[src/rtl/regwb_pkg.sv]
// ---------------------------------------------------------------------------
// regwb_pkg
// Shared definitions for the register write-back controller: FSM state
// encoding, instruction classes, destination-mux selector codes and the
// opcode/funct values the decoder recognises, plus the classification
// function used by the controller's DECODE step.
// ---------------------------------------------------------------------------
package regwb_pkg;

  typedef enum logic [1:0] {
    ST_IDLE   = 2'd0,
    ST_DECODE = 2'd1,
    ST_WAIT   = 2'd2,
    ST_WRITE  = 2'd3
  } regwb_state_e;

  // Write-back behaviour of an instruction, derived from opcode/funct.
  typedef enum logic [2:0] {
    CLS_NONE   = 3'd0,
    CLS_MULDIV = 3'd1,
    CLS_RD     = 3'd2,
    CLS_RT     = 3'd3,
    CLS_JAL    = 3'd4
  } regwb_class_e;

  // Destination-mux selector codes. SEL_R16 is reserved and never produced
  // by decode.
  localparam logic [2:0] SEL_RT  = 3'b000;
  localparam logic [2:0] SEL_R16 = 3'b001;
  localparam logic [2:0] SEL_RD  = 3'b010;
  localparam logic [2:0] SEL_RA  = 3'b011;

  localparam logic [5:0] OP_SPECIAL = 6'h00;
  localparam logic [5:0] OP_JAL     = 6'h03;
  localparam logic [5:0] OP_ADDI    = 6'h08;
  localparam logic [5:0] OP_ADDIU   = 6'h09;
  localparam logic [5:0] OP_SLTI    = 6'h0A;
  localparam logic [5:0] OP_LUI     = 6'h0F;
  localparam logic [5:0] OP_LW      = 6'h23;

  localparam logic [5:0] FN_JR   = 6'h08;
  localparam logic [5:0] FN_MULT = 6'h18;
  localparam logic [5:0] FN_DIV  = 6'h1A;

  // Maps an instruction onto its write-back class. jr and unknown opcodes
  // fall into CLS_NONE (no write, immediate completion).
  function automatic regwb_class_e classify(input logic [5:0] opcode,
                                            input logic [5:0] funct);
    regwb_class_e cls;
    cls = CLS_NONE;
    case (opcode)
      OP_SPECIAL: begin
        if (funct == FN_JR) begin
          cls = CLS_NONE;
        end else if ((funct == FN_MULT) || (funct == FN_DIV)) begin
          cls = CLS_MULDIV;
        end else begin
          cls = CLS_RD;
        end
      end
      OP_ADDI, OP_ADDIU, OP_SLTI, OP_LUI, OP_LW: cls = CLS_RT;
      OP_JAL:  cls = CLS_JAL;
      default: cls = CLS_NONE;
    endcase
    return cls;
  endfunction

endpackage

[src/rtl/regwb_ctrl_if.sv]
// ---------------------------------------------------------------------------
// regwb_ctrl_if
// Bundles the request, producer handshake and write-back outputs of the
// write-back controller.
//   master : main control / producer side (drives start, opcode, funct,
//            result_valid, abort; observes the outputs)
//   slave  : the controller (regwb_ctrl)
// ---------------------------------------------------------------------------
interface regwb_ctrl_if;

  logic       start;
  logic [5:0] opcode;
  logic [5:0] funct;
  logic       result_valid;
  logic       abort;
  logic [2:0] reg_dst_sel;
  logic       reg_write;
  logic       busy;
  logic       done;
  logic       timeout_err;

  modport master (
    output start, opcode, funct, result_valid, abort,
    input  reg_dst_sel, reg_write, busy, done, timeout_err
  );

  modport slave (
    input  start, opcode, funct, result_valid, abort,
    output reg_dst_sel, reg_write, busy, done, timeout_err
  );

endinterface

[src/rtl/regwb_watchdog.sv]
// ---------------------------------------------------------------------------
// regwb_watchdog
// Counts consecutive enabled cycles and flags the LIMIT-th one. Used by
// regwb_ctrl only when REGWB_TIMEOUT_EN is defined.
// Ports:
//   clk, reset : clock, asynchronous active-high reset
//   clear      : forces the count back to zero
//   enable     : counts this cycle
//   expired    : high during the LIMIT-th consecutive enabled cycle
// ---------------------------------------------------------------------------
module regwb_watchdog #(
  parameter int unsigned LIMIT = 64
) (
  input  logic clk,
  input  logic reset,
  input  logic clear,
  input  logic enable,
  output logic expired
);

  localparam int unsigned   W    = $clog2(LIMIT + 1);
  localparam logic [W-1:0]  LAST = W'(LIMIT - 1);

  logic [W-1:0] count_q, count_d;

  // count_q holds the number of enabled cycles already completed, so it
  // reads LAST while the LIMIT-th cycle is in progress.
  assign expired = enable && (count_q == LAST);

  // Counter next value: clear wins, and it saturates once expired so it
  // can never wrap if the owner keeps it enabled.
  always_comb begin
    count_d = count_q;
    if (clear) begin
      count_d = '0;
    end else if (enable && !expired) begin
      count_d = count_q + W'(1);
    end
  end

  // Count register.
  always_ff @(posedge clk or posedge reset) begin
    if (reset) begin
      count_q <= '0;
    end else begin
      count_q <= count_d;
    end
  end

endmodule

[src/rtl/regwb_ctrl.sv]
// ---------------------------------------------------------------------------
// regwb_ctrl
// Multicycle write-back controller for the register-file destination path.
// On start it latches opcode/funct, classifies them in DECODE, drives the
// destination-mux selector, waits for the producing unit where needed and
// issues exactly one reg_write pulse (or a bare done pulse for instructions
// that write no GPR).
// Ports:
//   clk, reset        : clock, asynchronous active-high reset
//   bus.start         : request, sampled only in IDLE with opcode/funct
//   bus.result_valid  : producer result ready, sampled only in WAIT
//   bus.abort         : cancel back to IDLE, highest priority
//   bus.reg_dst_sel   : destination-mux selector (registered)
//   bus.reg_write     : register-file write enable (registered)
//   bus.busy          : high in every state but IDLE (registered)
//   bus.done          : one-cycle completion pulse (registered)
//   bus.timeout_err   : one-cycle watchdog pulse (registered)
// Configuration:
//   REGWB_TIMEOUT_EN  : when defined, WAIT is abandoned after TIMEOUT_CYCLES
//                       cycles without result_valid; otherwise WAIT is
//                       unbounded and timeout_err stays 0.
// ---------------------------------------------------------------------------
module regwb_ctrl
  import regwb_pkg::*;
#(
  parameter int unsigned TIMEOUT_CYCLES = 64
) (
  input  logic          clk,
  input  logic          reset,
  regwb_ctrl_if.slave   bus
);

  regwb_state_e state_q, state_d;
  regwb_class_e cls;
  logic [5:0]   opcode_q, opcode_d;
  logic [5:0]   funct_q, funct_d;
  logic [2:0]   reg_dst_sel_q, reg_dst_sel_d;
  logic         reg_write_q, reg_write_d;
  logic         busy_q, busy_d;
  logic         done_q, done_d;
  logic         timeout_err_q, timeout_err_d;
  logic         done_fire;
  logic         timeout_fire;
  logic         wd_expired;

`ifdef REGWB_TIMEOUT_EN
  // The watchdog is held cleared outside WAIT, so every entry into WAIT
  // starts a fresh count.
  regwb_watchdog #(
    .LIMIT (TIMEOUT_CYCLES)
  ) u_watchdog (
    .clk     (clk),
    .reset   (reset),
    .clear   (state_q != ST_WAIT),
    .enable  (state_q == ST_WAIT),
    .expired (wd_expired)
  );
`else
  logic unused_timeout_cfg;
  assign unused_timeout_cfg = ^TIMEOUT_CYCLES;
  assign wd_expired         = 1'b0;
`endif

  // Next-state and next-output logic. Outputs are derived from the state
  // being entered so that, once registered, reg_write/done/busy line up
  // with the state they describe. Within WAIT the priority is abort, then
  // result_valid, then watchdog expiry.
  always_comb begin
    state_d       = state_q;
    opcode_d      = opcode_q;
    funct_d       = funct_q;
    reg_dst_sel_d = reg_dst_sel_q;
    done_fire     = 1'b0;
    timeout_fire  = 1'b0;
    cls           = classify(opcode_q, funct_q);

    case (state_q)
      ST_IDLE: begin
        if (bus.start) begin
          opcode_d = bus.opcode;
          funct_d  = bus.funct;
          state_d  = ST_DECODE;
        end
      end
      ST_DECODE: begin
        if (bus.abort) begin
          state_d = ST_IDLE;
        end else begin
          case (cls)
            CLS_MULDIV: state_d = ST_WAIT;
            CLS_RD: begin
              reg_dst_sel_d = SEL_RD;
              state_d       = ST_WAIT;
            end
            CLS_RT: begin
              reg_dst_sel_d = SEL_RT;
              state_d       = ST_WAIT;
            end
            CLS_JAL: begin
              reg_dst_sel_d = SEL_RA;
              state_d       = ST_WRITE;
            end
            default: begin
              done_fire = 1'b1;
              state_d   = ST_IDLE;
            end
          endcase
        end
      end
      ST_WAIT: begin
        if (bus.abort) begin
          state_d = ST_IDLE;
        end else if (bus.result_valid) begin
          if (cls == CLS_MULDIV) begin
            done_fire = 1'b1;
            state_d   = ST_IDLE;
          end else begin
            state_d = ST_WRITE;
          end
        end else if (wd_expired) begin
          timeout_fire = 1'b1;
          state_d      = ST_IDLE;
        end
      end
      ST_WRITE: begin
        state_d = ST_IDLE;
      end
      default: begin
        state_d = ST_IDLE;
      end
    endcase

    reg_write_d   = (state_d == ST_WRITE);
    done_d        = done_fire || (state_d == ST_WRITE);
    busy_d        = (state_d != ST_IDLE);
    timeout_err_d = timeout_fire;
  end

  // State and output registers. Reset may arrive mid-operation; it drops
  // every output immediately and returns to IDLE, so no write can follow.
  always_ff @(posedge clk or posedge reset) begin
    if (reset) begin
      state_q       <= ST_IDLE;
      opcode_q      <= '0;
      funct_q       <= '0;
      reg_dst_sel_q <= SEL_RT;
      reg_write_q   <= 1'b0;
      busy_q        <= 1'b0;
      done_q        <= 1'b0;
      timeout_err_q <= 1'b0;
    end else begin
      state_q       <= state_d;
      opcode_q      <= opcode_d;
      funct_q       <= funct_d;
      reg_dst_sel_q <= reg_dst_sel_d;
      reg_write_q   <= reg_write_d;
      busy_q        <= busy_d;
      done_q        <= done_d;
      timeout_err_q <= timeout_err_d;
    end
  end

  assign bus.reg_dst_sel = reg_dst_sel_q;
  assign bus.reg_write   = reg_write_q;
  assign bus.busy        = busy_q;
  assign bus.done        = done_q;
  assign bus.timeout_err = timeout_err_q;

endmodule
[src/flat_wrapper.sv]
// flat-port wrapper written by rule: the top's interface ports become plain ports
module regwb_ctrl_flat import regwb_pkg::*;
#(
  parameter int unsigned TIMEOUT_CYCLES = 64
)
  (clk, reset, bus_start, bus_opcode, bus_funct, bus_result_valid, bus_abort, bus_reg_dst_sel, bus_reg_write, bus_busy, bus_done, bus_timeout_err);
  regwb_ctrl_if bus_i ();
  input  logic clk;
  input  logic reset;
  input wire logic [$bits(bus_i.start)-1:0] bus_start;
  input wire logic [$bits(bus_i.opcode)-1:0] bus_opcode;
  input wire logic [$bits(bus_i.funct)-1:0] bus_funct;
  input wire logic [$bits(bus_i.result_valid)-1:0] bus_result_valid;
  input wire logic [$bits(bus_i.abort)-1:0] bus_abort;
  output wire logic [$bits(bus_i.reg_dst_sel)-1:0] bus_reg_dst_sel;
  output wire logic [$bits(bus_i.reg_write)-1:0] bus_reg_write;
  output wire logic [$bits(bus_i.busy)-1:0] bus_busy;
  output wire logic [$bits(bus_i.done)-1:0] bus_done;
  output wire logic [$bits(bus_i.timeout_err)-1:0] bus_timeout_err;
  assign bus_i.start = bus_start;
  assign bus_i.opcode = bus_opcode;
  assign bus_i.funct = bus_funct;
  assign bus_i.result_valid = bus_result_valid;
  assign bus_i.abort = bus_abort;
  assign bus_reg_dst_sel = bus_i.reg_dst_sel;
  assign bus_reg_write = bus_i.reg_write;
  assign bus_busy = bus_i.busy;
  assign bus_done = bus_i.done;
  assign bus_timeout_err = bus_i.timeout_err;
  regwb_ctrl #(.TIMEOUT_CYCLES(TIMEOUT_CYCLES)) u_core (.clk(clk), .reset(reset), .bus(bus_i));
endmodule
[config.mk]
export PLATFORM = sky130hd
export DESIGN_NAME = regwb_ctrl_flat
export DESIGN_NICKNAME = d
export VERILOG_FILES = /design/src/rtl/regwb_pkg.sv /design/src/rtl/regwb_ctrl_if.sv /design/src/rtl/regwb_watchdog.sv /design/src/rtl/regwb_ctrl.sv /design/src/flat_wrapper.sv
export SDC_FILE = /design/constraint.sdc
export NUM_CORES = 1
export LEC_CHECK = 0
export BUFFER_PORTS_ARGS = -buffer_cell sky130_fd_sc_hd__buf_2
export CORE_MARGIN = 2
export CORE_UTILIZATION = 40
export DETAILED_ROUTE_END_ITERATION = 8
export MAX_ROUTING_LAYER = met4
export PLACE_DENSITY = 0.66
export RECOVER_POWER = 50
export SLEW_MARGIN = 30
export SYNTH_ARGS = -nofsm -noshare
export SYNTH_HDL_FRONTEND = slang
export SYNTH_HIERARCHICAL = 1
export SYNTH_SLANG_ARGS = --single-unit
[constraint.sdc]
create_clock -name clk -period 2.65 [get_ports clk]
set_clock_uncertainty 0.15 [all_clocks]
set_input_delay 0 -clock clk [delete_from_list [all_inputs] [get_ports clk]]
set_output_delay 0 -clock clk [all_outputs]
set_load 0.03 [all_outputs]
# After elaboration in Yosys (flattened, before gate mapping)

Index checks and enable logic that the tools add are counted.

Equal/unequal tests: 17
Reductions and logical operators: 11
Multiplexer cells: 17
Bitwise operators: 1

Operator list:

| operator           | number |
|---|---|
| $eq 6x4->1 const B | 5 |
| $pmux 3 s3         | 2 |
| $eq 6x5->1 const B | 2 |
| $mux 2             | 6 |
| $pmux 2 s4         | 1 |
| $eq 2x2->1 const B | 3 |
| $eq 3x2->1 const B | 2 |
| $eq 6x2->1 const B | 1 |
| $eq 6x6->1 const B | 1 |
| $logic_not 6->1    | 1 |
| $mux 1             | 5 |
| $reduce_or 5->1    | 1 |
| $pmux 2 s2         | 1 |
| $reduce_or 4->1    | 1 |
| $eq 3x1->1 const B | 1 |
| $eq 3x3->1 const B | 1 |
| $mux 3             | 1 |
| $reduce_and 3->1   | 1 |
| $reduce_bool 3->1  | 1 |
| $reduce_or 3->1    | 1 |
| $eq 2x1->1 const B | 1 |
| $logic_not 2->1    | 1 |
| $logic_or 1x1->1   | 2 |
| $pmux 1 s2         | 1 |
| other kinds (3)    | 3 |

Word-level logic and storage cells: 53
Register bits after elaboration: 20
Input bits: 17
Output and inout port bits: 7

# Logic depth before layout (Yosys ltp)

Gate-level depths: netlist of run 1.

Depth in word-level cells: 12
Gate-level depth with buffers: 7
Mapped depth without buffers: 7

# Worst setup path after synthesis of run 1

Ideal clock, no wire load.

Kind: register -> register
Start: register u_core.opcode_q[2]
End: register u_core.done_q (netlist: u_core/bus.done)
Slack: 797 ps
Clock period less this slack: 1853 ps
Required time: 2405 ps
Buffers on the path: 0
Library setup time: 95 ps
Cell stages (with the launch flop): 5
Arrival: 1608 ps
Cells stage by stage: dfrtp_1 > or3_4 > or4_4 > o221a_4 > o32ai_2

Word-level cells in the longest chain between the ends: 10
Elaborated cells between the ends (all ways): 29
Those cells by class: eq/ne (11); mux (13); reduce/logical (5)

RTL lines:

| item                                                       | RTL line                            | RTL |
|---|---|---|
| start: declaration                                         | regwb_ctrl.sv:35                    | `logic [5:0] opcode_q, opcode_d;` |
| start signal: assignment                                   | regwb_ctrl.sv:153                   | `opcode_q <= opcode_d;` |
| $eq 6x4->1 / $eq 6x6->1 (equally long branches)            | regwb_pkg.sv:51                     | `case (opcode)` |
| $reduce_or 5->1                                            | regwb_pkg.sv:51                     |  |
| $pmux 3 s3 (*)                                             | regwb_pkg.sv:51                     |  |
| $eq 3x2->1 / $eq 3x1->1 (equally long branches)            | regwb_ctrl.sv:89, regwb_ctrl.sv:114 |  |
| $reduce_or 3->1 (no line) / $mux 2 (equally long branches) | -                                   |  |
| $pmux 2 s2 / $mux 2 (equally long branches)                | regwb_ctrl.sv:89, regwb_ctrl.sv:113 |  |
| $mux 2, on equally long branches                           | regwb_ctrl.sv:86, regwb_ctrl.sv:111 |  |
| $pmux 2 s4                                                 | regwb_ctrl.sv:77                    | `case (state_q)` |
| $eq 2x2->1                                                 | regwb_ctrl.sv:134                   | `done_d = done_fire \|\| (state_d == ST_WRITE);` |
| $logic_or 1x1->1 (*)                                       | regwb_ctrl.sv:134                   |  |
| via u_core.done_d                                          | regwb_ctrl.sv:40                    | `logic done_q, done_d;` |
| end signal: assignment                                     | regwb_ctrl.sv:158                   | `done_q <= done_d;` |
| end: declaration                                           | regwb_ctrl.sv:40                    |  |

Mark *: on every way through the listed nets, which the timed path passes. The rest lies on a longest branch.
A chain may end at the register's enable or synchronous reset.

# Final worst setup path of run 1

Start: register u_core.opcode_q[3]
End: register u_core.reg_dst_sel_q[1] (netlist: u_core/bus.reg_dst_sel[1])

Word-level cells in the longest chain between the ends: 6
Elaborated cells between the ends (all ways): 15
Those cells by class: eq/ne (9); mux (2); reduce/logical (4)

RTL lines:

| item                                            | RTL line          | RTL |
|---|---|---|
| $eq 6x4->1 / $eq 6x6->1 (equally long branches) | regwb_pkg.sv:51   |  |
| $reduce_or 5->1                                 | regwb_pkg.sv:51   |  |
| $pmux 3 s3 (*)                                  | regwb_pkg.sv:51   |  |
| $eq 3x2->1 / $eq 3x3->1 (equally long branches) | regwb_ctrl.sv:89  | `case (cls)` |
| $reduce_bool 3->1 (no line)                     | -                 |  |
| $reduce_and 3->1 (no line)                      | -                 |  |
| end signal: assignment                          | regwb_ctrl.sv:155 | `reg_dst_sel_q <= reg_dst_sel_d;` |
| end: declaration                                | regwb_ctrl.sv:37  | `logic [2:0] reg_dst_sel_q, reg_dst_sel_d;` |

Every way passes the cells marked *; elsewhere a longest branch is shown, timed or not. The select of a mux whose other input is x is not followed.

==> results_dict.tcl, run 1 <==
set metrics [dict create \
    p_total_mw 1.18 \
    ios 24 \
    drtAntennaViolNets 0 \
    r2r_start "u_core/opcode_q[3]" \
    hold_viol 0 \
    synth_xor_area_share_pct 0 \
    syn_inst 91 \
    cpMaxStageDelayCell "dfrtp_1" \
    cts-root-buf "clkbuf_4" \
    port_buffers 21 \
    place_ws_ns 0.662 \
    core_area_um2 2450 \
    cts_tree "yes" \
    antenna_found_initial 0 \
    peakVddDrop_mv 0.575 \
    required_ns 2.68 \
    setup-violations-final 0 \
    vias 813 \
    cts.sinks 19 \
    yosysSeqAreaShare_pct 46.3 \
    power.density_nw_per_um2 887 \
    synth_edf_count 0 \
    cts.clk_slew.worst_paths_ns 0.11 \
    critPathKind "register to register" \
    wl_mm 1.88 \
    diodes 0 \
    gp_congestion 0.927 \
    instances_no_fill 159 \
    synthMuxAreaShare_pct 15.2 \
    crit_buf_inv 0 \
    clock_latency_ns 0.29 \
    max_freq_mhz 499 \
    grt_setup_unrepaired "no" \
    fp.dieH_um 54.6 \
    routed_via_density 5.11 \
    leakagePower_nw 0.595 \
    async_reset_ff_share_pct 100 \
    avgSynthCellArea_um2 11.3 \
    drc 0 \
    post_cts_buffers 0 \
    post-route-period-util_pct 75.7 \
    htree_levels 1 \
    synth-simple-area-share_pct 16.1 \
    grt_util_all_layers_pct 14.8 \
    synth_top_family_by_area "simple AND/OR/NAND/NOR gates" \
    layout_min_cycle_time_ns 2.01 \
    grt_overflow 0 \
    setup_slack_ns 0.645 \
    startpoint_type "register" \
    slew_headroom_pct 52.7 \
    die_area_um2 2990 \
    start_util_pct 41.8 \
    drive_above_1_share_pct 25.6 \
    arrival_ns 2.03 \
    path_cells "or3_4 > nor4_4 > nand2_1 > a21oi_1 > mux2_1" \
    dp.cells 140 \
    nets 151 \
    hold_slack_ns 0.0779 \
    critPathMaxFanout 7 \
    synthAdderAreaFrac_pct 4.88 \
    worstSetupStartpoint "u_core/opcode_q[3]" \
    drt_iter0_markers 24 \
    path_delay_family "simple AND/OR/NAND/NOR gates" \
    synth-compound-area-share_pct 12.0 \
    rows 18 \
    syn_to_final_growth_pct 29.1 \
    setup.worst_path.end_class "register" \
    drv_slew 0 \
    min_from "bus_result_valid" \
    drv_cap 0 \
    dieWidth_um 54.6 \
    tightest_slew_ns 0.709 \
    outcome "finished, final reports clean" \
    hp-class "input port to register" \
    first_pass_iters 4 \
    ys.flop_type "dfrtp_1" \
    clockBufferDepth 2 \
    ys_seq_elements 19 \
    grt_max_degree 20 \
    grt_pass1_wl_mm 3.09 \
    wire_per_inst_um 11.8 \
    cts_buffers 3 \
    critical_path.max_stage_delay_ns 0.46 \
    grt_pass1_vias 763 \
    hpwl_mm 1.34 \
    yosys.cell_types.count 31 \
    fin_setup_tns_ns 0 \
    ys_warn_count 6 \
    netlist_area_um2 1030 \
]
==> final cells by class <==
cell class | count | area (um2)
timing repair buffer | 36 | 249
fill | 221 | 1130
tap | 30 | 37.5
clock inverter | 1 | 5.00
clock buffer | 3 | 22.5
multi-input combinational | 61 | 502
inverter | 9 | 33.8
sequential | 19 | 475
==> final timing paths <==
kind	cells after the start	to	slack, ns
min in group asynchronous	3	u_core/funct_q[5]	0.22
hold / removal	4	u_core/state_q[1]	0.08
hold reg to reg	1	u_core/bus.reg_dst_sel[1]	0.35
max in group asynchronous	3	u_core/opcode_q[5]	1.67
setup / recovery	5	u_core/bus.reg_dst_sel[1]	0.64
setup reg to reg	5	u_core/bus.reg_dst_sel[1]	0.64
==> registers in the layout, indices dropped and copies added, names as in the netlist <==
name / cells
u_core/funct_q: 6
u_core/opcode_q: 6
u_core/bus.reg_dst_sel: 2
u_core/state_q: 2
u_core/bus.busy: 1
u_core/bus.done: 1
u_core/bus.reg_write: 1
==> kinds of logic (layout without fill, tap and decap cells) <==
| family | after synthesis | after routing |
|---|---|---|
| adder cells (fa/ha/maj) | 4 | 4 |
| AND/OR/NAND/NOR | 26 | 26 |
| multiplexers | 14 | 14 |
| other | 1 | 2 |
| buffers and inverters | 12 | 49 |
| AO/OA/AOI/OAI | 15 | 15 |
| flip-flops | 19 | 19 |
==> power by group <==
| group | leakage (nW) | internal [mW] | total (mW) | switching [mW] |
|---|---|---|---|---|
| logic | 0.348 | 0.229 | 0.488 | 0.258 |
| registers | 0.229 | 0.420 | 0.545 | 0.125 |
| clock network | 0.0177 | 0.0561 | 0.143 | 0.0867 |
==> per-layer routing <==
metal / GRT usage, % / part of all wire [%]
met1: 18.6 / 44
met2: 24.0 / 50
met3: 1.64 / 5.9
met4: 6.25 / 0.64
met5: - / 0
==> tightest hold or removal path: stages <==
cell	delay, ns
buf_2	0.12
a32oi_1	0.06
o221a_2	0.27
inv_1	0.05
==> synthesized netlist by cell type, types with 2 or more instances <==
| cell | instances | share of area, % |
|---|---|---|
| buf_4 | 2 | 1.5 |
| mux2_2 | 7 | 7.7 |
| ha_1 | 4 | 4.9 |
| inv_1 | 9 | 3.3 |
| nand2b_1 | 2 | 1.2 |
| nor4b_1 | 2 | 1.7 |
| o21ai_0 | 5 | 2.4 |
| dfrtp_1 | 19 | 46 |
| nor2_1 | 7 | 2.6 |
| a21oi_1 | 2 | 0.98 |
| nand2_1 | 7 | 2.6 |
| mux2_1 | 6 | 6.6 |
==> cell usage in the layout, fill, tap and decap left out, types with 3 or more instances in the layout <==
cell / n
clkbuf_1: 5
clkbuf_4: 3
dlygate4sd3_1: 15
mux2_2: 7
nor2_1: 7
dfrtp_1: 19
mux2_1: 6
o21ai_0: 5
ha_1: 4
inv_1: 9
nand2_1: 7
buf_2: 16
==> through the flow <==
step                      instance area, um2  utilization, %
after global routing                    1330            54.0
after CTS                               1330            54.2
after floorplan                         1030               -
after detailed placement                1150            47.0
after global placement                  1150            47.0
final                                   1330            54.0
==> repair_timing <==
item,4_1_cts,5_1_grt
hold buffers,15,0
resized for setup,0,0
setup endpoints to repair,0,0
endpoints found under the hold margin,34,0
No activity file was read; power rests on OpenSTA's default activity.
==> inputs of run 2 (changes only) <==
Settings changed: ABC_AREA set to 1, PLACE_DENSITY 0.66 to 0.69.
Clock period 2.65 ns to 1.6 ns, I/O delays scaled along.
==> results_dict.tcl, run 2 <==
set metrics [dict create \
    power.density_nw_per_um2 1380 \
    tightest_slew_ns 1.02 \
    core_area_um2 2410 \
    met1_usage_pct 21.3 \
    hold_viol 0 \
    async_reset_ff_share_pct 100 \
    slew_headroom_pct 31.9 \
    routed_via_density 4.66 \
    gp_congestion 0.887 \
    netlist_area_um2 998 \
    vias 863 \
    outcome "finished, final reports clean" \
    placed_cell_area_um2 1140 \
    htree_levels 1 \
    clockBufferDepth 2 \
    nets 177 \
    critPathKind "register to register" \
    wire_per_inst_um 10.8 \
    grt_util_all_layers_pct 17.3 \
    synth_top_area_share_pct 47.6 \
    clock_latency_ns 0.29 \
    ys_warn_count 6 \
    dp.cells 165 \
    critical_path.most_common_cell "nand2_2" \
    fp.dieH_um 54.0 \
    grt_pass1_wl_mm 3.48 \
    mostFrequentLayoutCells "buf_2 (21), dfrtp_1 (19), dlygate4sd3_1 (16)" \
    synth.most_common_cell "dfrtp_1" \
    place_ws_ns 0.0267 \
    first_pass_iters 4 \
    arrival_ns 1.56 \
    grt_max_degree 20 \
    peakVddDrop_mv 0.872 \
    synth_edf_count 0 \
    setup-violations-final 0 \
    ys.flop_type "dfrtp_1" \
    rows 18 \
    path_cells "nor2_4 > nand2_2 > nor2_4 > nand3_2 > nand2_1 > o21ai_1 > nand2_1 > nand2_2 > nand2_2 > inv_1" \
    grt_use_met3_pct 3.33 \
    drv_slew 0 \
    grt_setup_unrepaired "yes" \
    stdcell_area_um2 1350 \
    leakagePower_nw 0.684 \
    yosys-top-cells-count "dfrtp_1 (19), inv_1 (16), nor2_1 (16)" \
    final_common_cell "buf_2" \
    cts.clk_slew.worst_paths_ns 0.11 \
    ios 24 \
    wl_mm 2.01 \
    cts-root-buf "clkbuf_4" \
    setup.worst_path.end_class "register" \
    post-route-period-util_pct 94.9 \
    critPathMaxFanout 3 \
    cts.sinks 19 \
    synth_area_leaders "dfrtp_1 (48%), inv_1 (6.0%), nor2_1 (6.0%)" \
    cpMaxStageDelayCell "dfrtp_1" \
    port_buffers 21 \
    hold_slack_ns 0.325 \
    setup_slack_ns 0.0813 \
    die_area_um2 2910 \
    layout_min_cycle_time_ns 1.52 \
    instances_no_fill 185 \
    top_regs "u_core/funct_q x6, u_core/opcode_q x6" \
    cts_buffers 3 \
    hp-class "input port to register" \
    synth_top_area_cell "dfrtp_1" \
    antenna_found_initial 0 \
    ys_seq_elements 19 \
    drc 0 \
    top_usage_layer "met2" \
    max_freq_mhz 658 \
    start_util_pct 41.4 \
    dieWidth_um 54.0 \
    p_total_mw 1.87 \
    hpwl_mm 1.47 \
    syn_to_final_growth_pct 35.2 \
    grt_pass1_vias 861 \
    utilization_pct 56.0 \
    cts_tree "yes" \
    yosys.cell_types.count 21 \
    critical_path.max_stage_delay_ns 0.44 \
    grt_overflow 0 \
    syn_inst 114 \
    fin_setup_tns_ns 0 \
    use_met2_pct 28.9 \
    yosysSeqAreaShare_pct 47.6 \
    drv_cap 0 \
    avgSynthCellArea_um2 8.76 \
    diodes 0 \
    drive_above_1_share_pct 32.3 \
    startpoint_type "register" \
    drtAntennaViolNets 0 \
    drt_iter0_markers 21 \
    required_ns 1.64 \
]
run 2: critical path, delay by kind of cell (launching register included):
kind / cells / cell delay, ns
simple gates: 8 / 0.73
flops: 1 / 0.44
compound gates: 1 / 0.06
buf+inv: 1 / 0.04
run 2: cell families (layout without fill, tap and decap cells):
group | after synthesis | after routing | synth area share, %
other | 1 | 2 | 0.376
muxes | 5 | 5 | 5.64
DFF | 19 | 19 | 47.6
and+or+nand+nor | 51 | 51 | 24.9
adders and majority gates | 4 | 4 | 5.01
AOI/OAI and AO/OA | 15 | 15 | 8.39
buffers and inverters | 19 | 59 | 8.02
run 2: layout make-up:
cell class / count / area [um2]
clock buffers: 4 / 26.3
fillers: 208 / 1060
inverters: 16 / 60.1
multi-input cells: 77 / 474
flip-flops and latches: 19 / 475
well taps: 30 / 37.5
repair buffers: 39 / 277
run 2: what timing repair did:
item | CTS | global route
hold buffers | 16 | 0
buffers inserted | 0 | 0
setup endpoints to repair | 0 | 17
resized for setup | 0 | 9
hold endpoints to repair | 38 | 0
run 2: path summary, 6_finish.rpt:
kind,cells after the start,start,to,slack (ns)
max,10,u_core/opcode_q[5],u_core/bus.reg_write,0.08
min in group asynchronous,4,reset,u_core/bus.done,0.40
max in group asynchronous,4,reset,u_core/funct_q[3],0.29
min,3,bus_funct[0],u_core/funct_q[0],0.33
min reg2reg,2,u_core/bus.reg_dst_sel[0],u_core/bus.reg_dst_sel[0],0.36
max reg2reg,10,u_core/opcode_q[5],u_core/bus.reg_write,0.08
run 2: power by group:
group	internal, mW	switching [mW]	total (mW)
registers	0.680	0.157	0.837
clock network	0.0968	0.142	0.238
logic	0.318	0.475	0.792
total	1.09	0.773	1.87
run 2: layer usage:
layer,vias up,share of wire [%]
met5,-,0
met4,0,1.1
met3,4,3.5
met2,17,52
met1,400,43
li1,442,-
